### config.mk
export PLATFORM = sky130hd
export DESIGN_NAME = divider_param
export DESIGN_NICKNAME = d
export VERILOG_FILES = /design/src/rtl/divider_param.sv
export SDC_FILE = /design/constraint.sdc
export NUM_CORES = 1
export LEC_CHECK = 0
export ABC_CLOCK_PERIOD_IN_PS = 3800
export CORE_AREA = 2 2 140 278
export CTS_BUF_LIST = sky130_fd_sc_hd__clkbuf_8
export DETAILED_ROUTE_END_ITERATION = 6
export DIE_AREA = 0 0 142 280
export HOLD_SLACK_MARGIN = 0.12
export PLACE_DENSITY = 0.73
export SLEW_MARGIN = 40
export SYNTH_ARGS = -nofsm -noshare
export SYNTH_HDL_FRONTEND = slang
export SYNTH_SLANG_ARGS = --single-unit
### constraint.sdc
create_clock -name clk -period 3.8 [get_ports clk]
set_input_delay 0.76 -clock clk [delete_from_list [all_inputs] [get_ports clk]]
set_output_delay 0.76 -clock clk [all_outputs]
set_load 0.05 [all_outputs]
### src/rtl/divider_param.sv
// Iterative RISC-V M-extension divider (DIV/DIVU/REM/REMU) retiring BITS_PER_CYCLE
// quotient bits per cycle, with single-cycle special cases and a one-entry result cache.
module divider_param #(
  parameter int unsigned XLEN           = 32,
  parameter int unsigned BITS_PER_CYCLE = 1
) (
  input  logic            clk,
  input  logic            reset_n,
  input  logic [XLEN-1:0] OP1_SE,
  input  logic [XLEN-1:0] OP2_SE,
  input  logic [1:0]      CMD_RD,
  input  logic            START_DIV,
  input  logic            KILL_DIV,
  output logic            DONE_DIV,
  output logic            BUSY_DIV,
  output logic [XLEN-1:0] RES_DIV
);

  localparam int unsigned N  = XLEN / BITS_PER_CYCLE;
  localparam int unsigned CW = $clog2(N + 1);
  localparam logic [XLEN-1:0] MIN_NEG = {1'b1, {(XLEN-1){1'b0}}};

  typedef enum logic [2:0] {
    S_IDLE,
    S_SETUP,
    S_RUN,
    S_FIX,
    S_DONE
  } state_t;

  state_t            state_q, state_d;
  logic [XLEN-1:0]   op1_q, op1_d;
  logic [XLEN-1:0]   op2_q, op2_d;
  logic [1:0]        cmd_q, cmd_d;
  logic              sgn_q, sgn_d;
  logic [XLEN-1:0]   dvs_q, dvs_d;
  logic [2*XLEN-1:0] pr_q, pr_d;
  logic [XLEN-1:0]   quo_q, quo_d;
  logic [CW-1:0]     cnt_q, cnt_d;
  logic              qneg_q, qneg_d;
  logic              rneg_q, rneg_d;
  logic [XLEN-1:0]   res_q, res_d;
  logic              done_q, done_d;
  logic              busy_q, busy_d;
  logic              cv_q, cv_d;
  logic [XLEN-1:0]   c_op1_q, c_op1_d;
  logic [XLEN-1:0]   c_op2_q, c_op2_d;
  logic              c_sgn_q, c_sgn_d;
  logic [XLEN-1:0]   c_quo_q, c_quo_d;
  logic [XLEN-1:0]   c_rem_q, c_rem_d;

  logic [2*XLEN-1:0] pr_v;
  logic [XLEN-1:0]   quo_v;
  logic [XLEN:0]     top_v;
  logic              qbit_v;
  logic [2*XLEN-1:0] run_pr_c;
  logic [XLEN-1:0]   run_quo_c;

  logic              div0_c, ovf_c, hit_c;
  logic [XLEN-1:0]   fix_quo_c, fix_rem_c;

  function automatic logic is_rem(input logic [1:0] c);
    return c[1] == c[0];
  endfunction

  // Chained restoring steps; the top slice is XLEN+1 bits so the shifted-out MSB is kept.
  always_comb begin : run_step
    pr_v   = pr_q;
    quo_v  = quo_q;
    top_v  = '0;
    qbit_v = 1'b0;
    for (int unsigned i = 0; i < BITS_PER_CYCLE; i++) begin
      top_v = pr_v[2*XLEN-1:XLEN-1];
      if (top_v >= {1'b0, dvs_q}) begin
        top_v  = top_v - {1'b0, dvs_q};
        qbit_v = 1'b1;
      end else begin
        qbit_v = 1'b0;
      end
      pr_v  = {top_v[XLEN-1:0], pr_v[XLEN-2:0], 1'b0};
      quo_v = {quo_v[XLEN-2:0], qbit_v};
    end
    run_pr_c  = pr_v;
    run_quo_c = quo_v;
  end

  assign div0_c    = (OP2_SE == '0);
  assign ovf_c     = CMD_RD[0] && (OP1_SE == MIN_NEG) && (OP2_SE == '1);
  assign hit_c     = cv_q && (c_op1_q == OP1_SE) && (c_op2_q == OP2_SE) && (c_sgn_q == CMD_RD[0]);
  assign fix_quo_c = qneg_q ? -quo_q : quo_q;
  assign fix_rem_c = rneg_q ? -pr_q[2*XLEN-1:XLEN] : pr_q[2*XLEN-1:XLEN];

  always_comb begin : next_state
    state_d = state_q;
    op1_d   = op1_q;
    op2_d   = op2_q;
    cmd_d   = cmd_q;
    sgn_d   = sgn_q;
    dvs_d   = dvs_q;
    pr_d    = pr_q;
    quo_d   = quo_q;
    cnt_d   = cnt_q;
    qneg_d  = qneg_q;
    rneg_d  = rneg_q;
    res_d   = res_q;
    cv_d    = cv_q;
    c_op1_d = c_op1_q;
    c_op2_d = c_op2_q;
    c_sgn_d = c_sgn_q;
    c_quo_d = c_quo_q;
    c_rem_d = c_rem_q;

    case (state_q)
      S_IDLE: begin
        if (START_DIV) begin
          op1_d = OP1_SE;
          op2_d = OP2_SE;
          cmd_d = CMD_RD;
          sgn_d = CMD_RD[0];
          if (div0_c) begin
            res_d   = is_rem(CMD_RD) ? OP1_SE : '1;
            state_d = S_DONE;
          end else if (ovf_c) begin
            res_d   = is_rem(CMD_RD) ? '0 : OP1_SE;
            state_d = S_DONE;
          end else if (hit_c) begin
            res_d   = is_rem(CMD_RD) ? c_rem_q : c_quo_q;
            state_d = S_DONE;
          end else begin
            state_d = S_SETUP;
          end
        end
      end
      S_SETUP: begin
        dvs_d   = (sgn_q && op2_q[XLEN-1]) ? -op2_q : op2_q;
        pr_d    = {{XLEN{1'b0}}, ((sgn_q && op1_q[XLEN-1]) ? -op1_q : op1_q)};
        quo_d   = '0;
        cnt_d   = '0;
        qneg_d  = sgn_q && (op1_q[XLEN-1] ^ op2_q[XLEN-1]);
        rneg_d  = sgn_q && op1_q[XLEN-1];
        state_d = S_RUN;
      end
      S_RUN: begin
        pr_d  = run_pr_c;
        quo_d = run_quo_c;
        cnt_d = cnt_q + CW'(1);
        if (cnt_q == CW'(N - 1)) begin
          state_d = S_FIX;
        end
      end
      S_FIX: begin
        cv_d    = 1'b1;
        c_op1_d = op1_q;
        c_op2_d = op2_q;
        c_sgn_d = sgn_q;
        c_quo_d = fix_quo_c;
        c_rem_d = fix_rem_c;
        res_d   = is_rem(cmd_q) ? fix_rem_c : fix_quo_c;
        state_d = S_DONE;
      end
      S_DONE: begin
        state_d = S_IDLE;
      end
      default: begin
        state_d = S_IDLE;
      end
    endcase

    // Abort: drop any result and cache update computed above.
    if (KILL_DIV) begin
      state_d = S_IDLE;
      res_d   = res_q;
      cv_d    = cv_q;
      c_op1_d = c_op1_q;
      c_op2_d = c_op2_q;
      c_sgn_d = c_sgn_q;
      c_quo_d = c_quo_q;
      c_rem_d = c_rem_q;
    end
  end

  assign done_d = (state_d == S_DONE);
  assign busy_d = (state_d != S_IDLE);

  always_ff @(posedge clk or negedge reset_n) begin
    if (!reset_n) begin
      state_q <= S_IDLE;
      op1_q   <= '0;
      op2_q   <= '0;
      cmd_q   <= '0;
      sgn_q   <= 1'b0;
      dvs_q   <= '0;
      pr_q    <= '0;
      quo_q   <= '0;
      cnt_q   <= '0;
      qneg_q  <= 1'b0;
      rneg_q  <= 1'b0;
      res_q   <= '0;
      done_q  <= 1'b0;
      busy_q  <= 1'b0;
      cv_q    <= 1'b0;
      c_op1_q <= '0;
      c_op2_q <= '0;
      c_sgn_q <= 1'b0;
      c_quo_q <= '0;
      c_rem_q <= '0;
    end else begin
      state_q <= state_d;
      op1_q   <= op1_d;
      op2_q   <= op2_d;
      cmd_q   <= cmd_d;
      sgn_q   <= sgn_d;
      dvs_q   <= dvs_d;
      pr_q    <= pr_d;
      quo_q   <= quo_d;
      cnt_q   <= cnt_d;
      qneg_q  <= qneg_d;
      rneg_q  <= rneg_d;
      res_q   <= res_d;
      done_q  <= done_d;
      busy_q  <= busy_d;
      cv_q    <= cv_d;
      c_op1_q <= c_op1_d;
      c_op2_q <= c_op2_d;
      c_sgn_q <= c_sgn_d;
      c_quo_q <= c_quo_d;
      c_rem_q <= c_rem_d;
    end
  end

  assign DONE_DIV = done_q;
  assign BUSY_DIV = busy_q;
  assign RES_DIV  = res_q;

endmodule

==> results.sh <==
export IMPL_fin_util=0.631
export IMPL_path_cells="inv_1 > ha_1 > inv_1 > fa_1 > a21o_1 > a221oi_1 > nor4_1 > o31a_1 > o21ai_1 > o21ai_0 > a311o_1 > mux2i_1 > a211o_1"
export IMPL_cts_made_buffers=55
export IMPL_p_total_w=0.0180
export IMPL_netlist_area_sq_um=20400
export IMPL_dieHeight_um=280
export IMPL_worst_pin_slew_ns=0.842
export IMPL_syn_to_final_growth_pct=16.8
export IMPL_cellPowerDensity_nw_per_um2=756
export IMPL_clock_latency_ns=0.65
export IMPL_reg2reg_depth=13
export IMPL_startpoint="pr_q[31]"
export IMPL_drv_slew=0
export IMPL_slowest_stage="dfrtp_1"
export IMPL_ys_types=71
export IMPL_r2r_end="pr_q[62]"
export IMPL_gr_total_overflow=0
export IMPL_io_pins=104
export IMPL_netlist_instances=2123
export IMPL_max_cap_violations=0
export IMPL_grt_busiest_layer="met2"
export IMPL_drt_total_wl_um=65400
export IMPL_rr_startpoint="pr_q[31]"
export IMPL_synthFlopType="dfrtp_1"
export IMPL_die_width_um=142
export IMPL_slew_headroom=0.424
export IMPL_vias=17300
export IMPL_place_worst_setup_slack_ns=-0.321
export IMPL_cts_repair_resized=0
export IMPL_dieArea_sq_um=39800
export IMPL_post_cts_buffers=0
export IMPL_grt_pass1_wl_um=101000
export IMPL_fin_crit_ns=3.64
export IMPL_grt_setup_unrepaired="false"
export IMPL_postLayoutSetupSlackWorst_ns=0.158
export IMPL_synth_edf_count=0
export IMPL_syn_nets=2231
export IMPL_num_nets_final=2391
export IMPL_clkSinkCount=369
export IMPL_grtUsageMet3=0.0466
export IMPL_worstHoldPathType="register to register"
export IMPL_postSynth_asyncResetShare=1.00
export IMPL_max_stage_delay_ns=0.48
export IMPL_avgSynthCellArea_sq_um=9.62
export IMPL_viasPerCell=6.23
export IMPL_antenna_found_initial=2
export IMPL_final_antenna_net_count=0
export IMPL_cp_endpoint="pr_q[62]"
export IMPL_ys_seq_area_frac=0.452
export IMPL_cellLeakagePower_nw=10.7
export IMPL_post_route_period_util=0.958
export IMPL_hold_viol_final=0
export IMPL_synth_seq_cells=369
export IMPL_drc=0
export IMPL_grt_usage=0.332
export IMPL_crit_path_frequent_cell="inv_1"
export IMPL_cp_start_kind="register"
export IMPL_drive_gt1_frac=0.161
export IMPL_worstPathArrival_ns=4.17
export IMPL_first_pass_iters=5
export IMPL_hpwl_um=49900
export IMPL_grt_pass1_vias=17500
export IMPL_r2r_slack_ns=0.16
export IMPL_status="finished clean"
export IMPL_grtUsageMet1=0.350
export IMPL_place_congestion=1.04
export IMPL_cts_path_max_buffers=3
export IMPL_clk_pin_slew_worst_paths_ns=0.07
export IMPL_skew_ns=0.0307
export IMPL_drt_iter0_drc=1074
export IMPL_timing_fmax_mhz=275
export IMPL_cp_max_fo=2
export IMPL_io_buffers=103
export IMPL_met2_usage=0.583
export IMPL_setup_viol=0
export IMPL_cts_tree="built"
export IMPL_clockRootBuffer="clkbuf_8"
export IMPL_irDropWorstVdd_uv=373
export IMPL_htree_num_levels=2
export IMPL_start_util=0.541
export IMPL_routedWlPerCell_um=23.5
export IMPL_worst_setup_path_end_kind="register"
export IMPL_required_ns=4.33
export IMPL_synth_warnings=0
export IMPL_core_area_sq_um=37800
export IMPL_row_count=101
export IMPL_critPathKind="register to register"
export IMPL_grt_max_degree=105
[cells in the mapped netlist, drive strengths merged, types with 4 or more instances]
library cell / number / area share
a2111oi: 5 / 0.0021
a211oi: 6 / 0.0022
a21o: 16 / 0.0059
a21oi: 133 / 0.033
a221o: 8 / 0.0039
a221oi: 21 / 0.0090
a22o: 39 / 0.017
a22oi: 31 / 0.011
a31oi: 11 / 0.0034
and2: 6 / 0.0018
and3: 8 / 0.0024
and4: 4 / 0.0017
buf: 13 / 0.0026
clkbuf: 112 / 0.021
dfrtp: 369 / 0.45
ha: 37 / 0.023
inv: 72 / 0.013
mux2: 138 / 0.076
mux2i: 40 / 0.020
nand2: 217 / 0.040
nand2b: 12 / 0.0037
nand3: 22 / 0.0054
nand4: 22 / 0.0067
nor2: 120 / 0.022
nor2b: 20 / 0.0061
nor3: 25 / 0.0061
nor4: 33 / 0.010
o211ai: 12 / 0.0044
o21ai: 237 / 0.058
o21bai: 4 / 0.0015
o22ai: 8 / 0.0024
o31a: 5 / 0.0021
o31ai: 31 / 0.013
o41ai: 8 / 0.0034
or2: 7 / 0.0021
or3: 33 / 0.011
or4: 8 / 0.0031
xnor2: 85 / 0.036
xor2: 108 / 0.046
[placed cells by master, fill, tap and decap left out, types with 40 or more instances in the layout]
master / instances
dfrtp_1: 367
nand2_1: 216
o21ai_0: 198
mux2_2: 136
a21oi_1: 133
nor2_1: 118
buf_4: 113
xor2_1: 107
clkdlybuf4s50_1: 102
xnor2_1: 84
inv_1: 81
clkbuf_8: 72
mux2i_1: 40
[what timing repair did]
action,CTS,global route
hold buffers,0,1
endpoints found under the setup margin,0,0
hold endpoints to repair,0,38
[worst min path at each step]
stage	startpoint	end	cells after the start
4_1_cts	reset_n	c_rem_q[29]	1
6_report	dvs_q[2]	dvs_q[2]	2
5_1_grt	dvs_q[2]	dvs_q[2]	2
3_5_place_dp	dvs_q[2]	dvs_q[2]	2
2_1_floorplan	cv_q	cv_q	1
3_3_place_gp	dvs_q[24]	dvs_q[24]	2
[sequential cells by signal, summed over array words and instances, names as in the netlist]
name,flops
pr_q,64
DONE_DIV,1
c_rem_q,32
cnt_q,6
c_op2_q,32
cmd_q,2
BUSY_DIV,1
c_op1_q,32
quo_q,32
op1_q,32
RES_DIV,32
c_quo_q,32
qneg_q,1
rneg_q,1
c_sgn_q,1
cv_q,1
op2_q,32
state_q,3
dvs_q,32
[critical path: cells and delay by family, from the launching register on]
| kind | cells | cell delay [ns] |
|---|---|---|
| buf+inv | 2 | 0.14 |
| fa+ha+maj | 2 | 0.56 |
| flops | 1 | 0.48 |
| simple gates | 1 | 0.14 |
| mux | 1 | 0.13 |
| compound gates | 7 | 2.08 |
[cells by family (layout without fill, tap and decap cells)]
family / Yosys count / count (layout) / synth area share
adders and majority gates: 38 / 38 / 0.0236
AOI/OAI and AO/OA: 595 / 595 / 0.181
other: 0 / 1 / 0
xor gates and xnor gates: 193 / 193 / 0.0827
buffers and inverters: 197 / 394 / 0.0364
muxes: 178 / 178 / 0.0958
and+or+nand+nor: 553 / 553 / 0.129
DFF: 369 / 369 / 0.452
[area by class of cell]
type                            instances  area [sq um]
Fill cell                            3164         13900
Clock inverter                         22           161
Inverter                               72           270
Sequential cell                       369          9240
Antenna cell                            1          2.50
Timing Repair Buffer                  228          2120
Tap cell                              463           579
Multi-Input combinational cell       1557         10500
Clock buffer                           72           991
[metal layers]
| layer | share of wire | vias up |
|---|---|---|
| met5 | 0.00018 | - |
| li1 | - | 7927 |
| met2 | 0.51 | 647 |
| met3 | 0.051 | 275 |
| met1 | 0.34 | 8493 |
| met4 | 0.098 | 2 |
[report_power, final]
group          internal (W)  total, W  switching, W
clock               0.00182   0.00345       0.00163
combinational       0.00339   0.00834       0.00495
sequential          0.00509   0.00625       0.00116
[per-stage QoR]
stage	std cells	hold WS, ns	cell area [sq um]	TNS, ns
2_1_floorplan	2123	0.440	20400	0
3_3_place_gp	2687	0.462	22700	-5.79
3_5_place_dp	2687	0.472	22700	-8.46
4_1_cts	2781	0.194	23800	0
5_1_grt	2784	0.504	23900	0
6_report	2784	0.478	23900	0
Note: power is estimated with default switching activity, not from simulation.
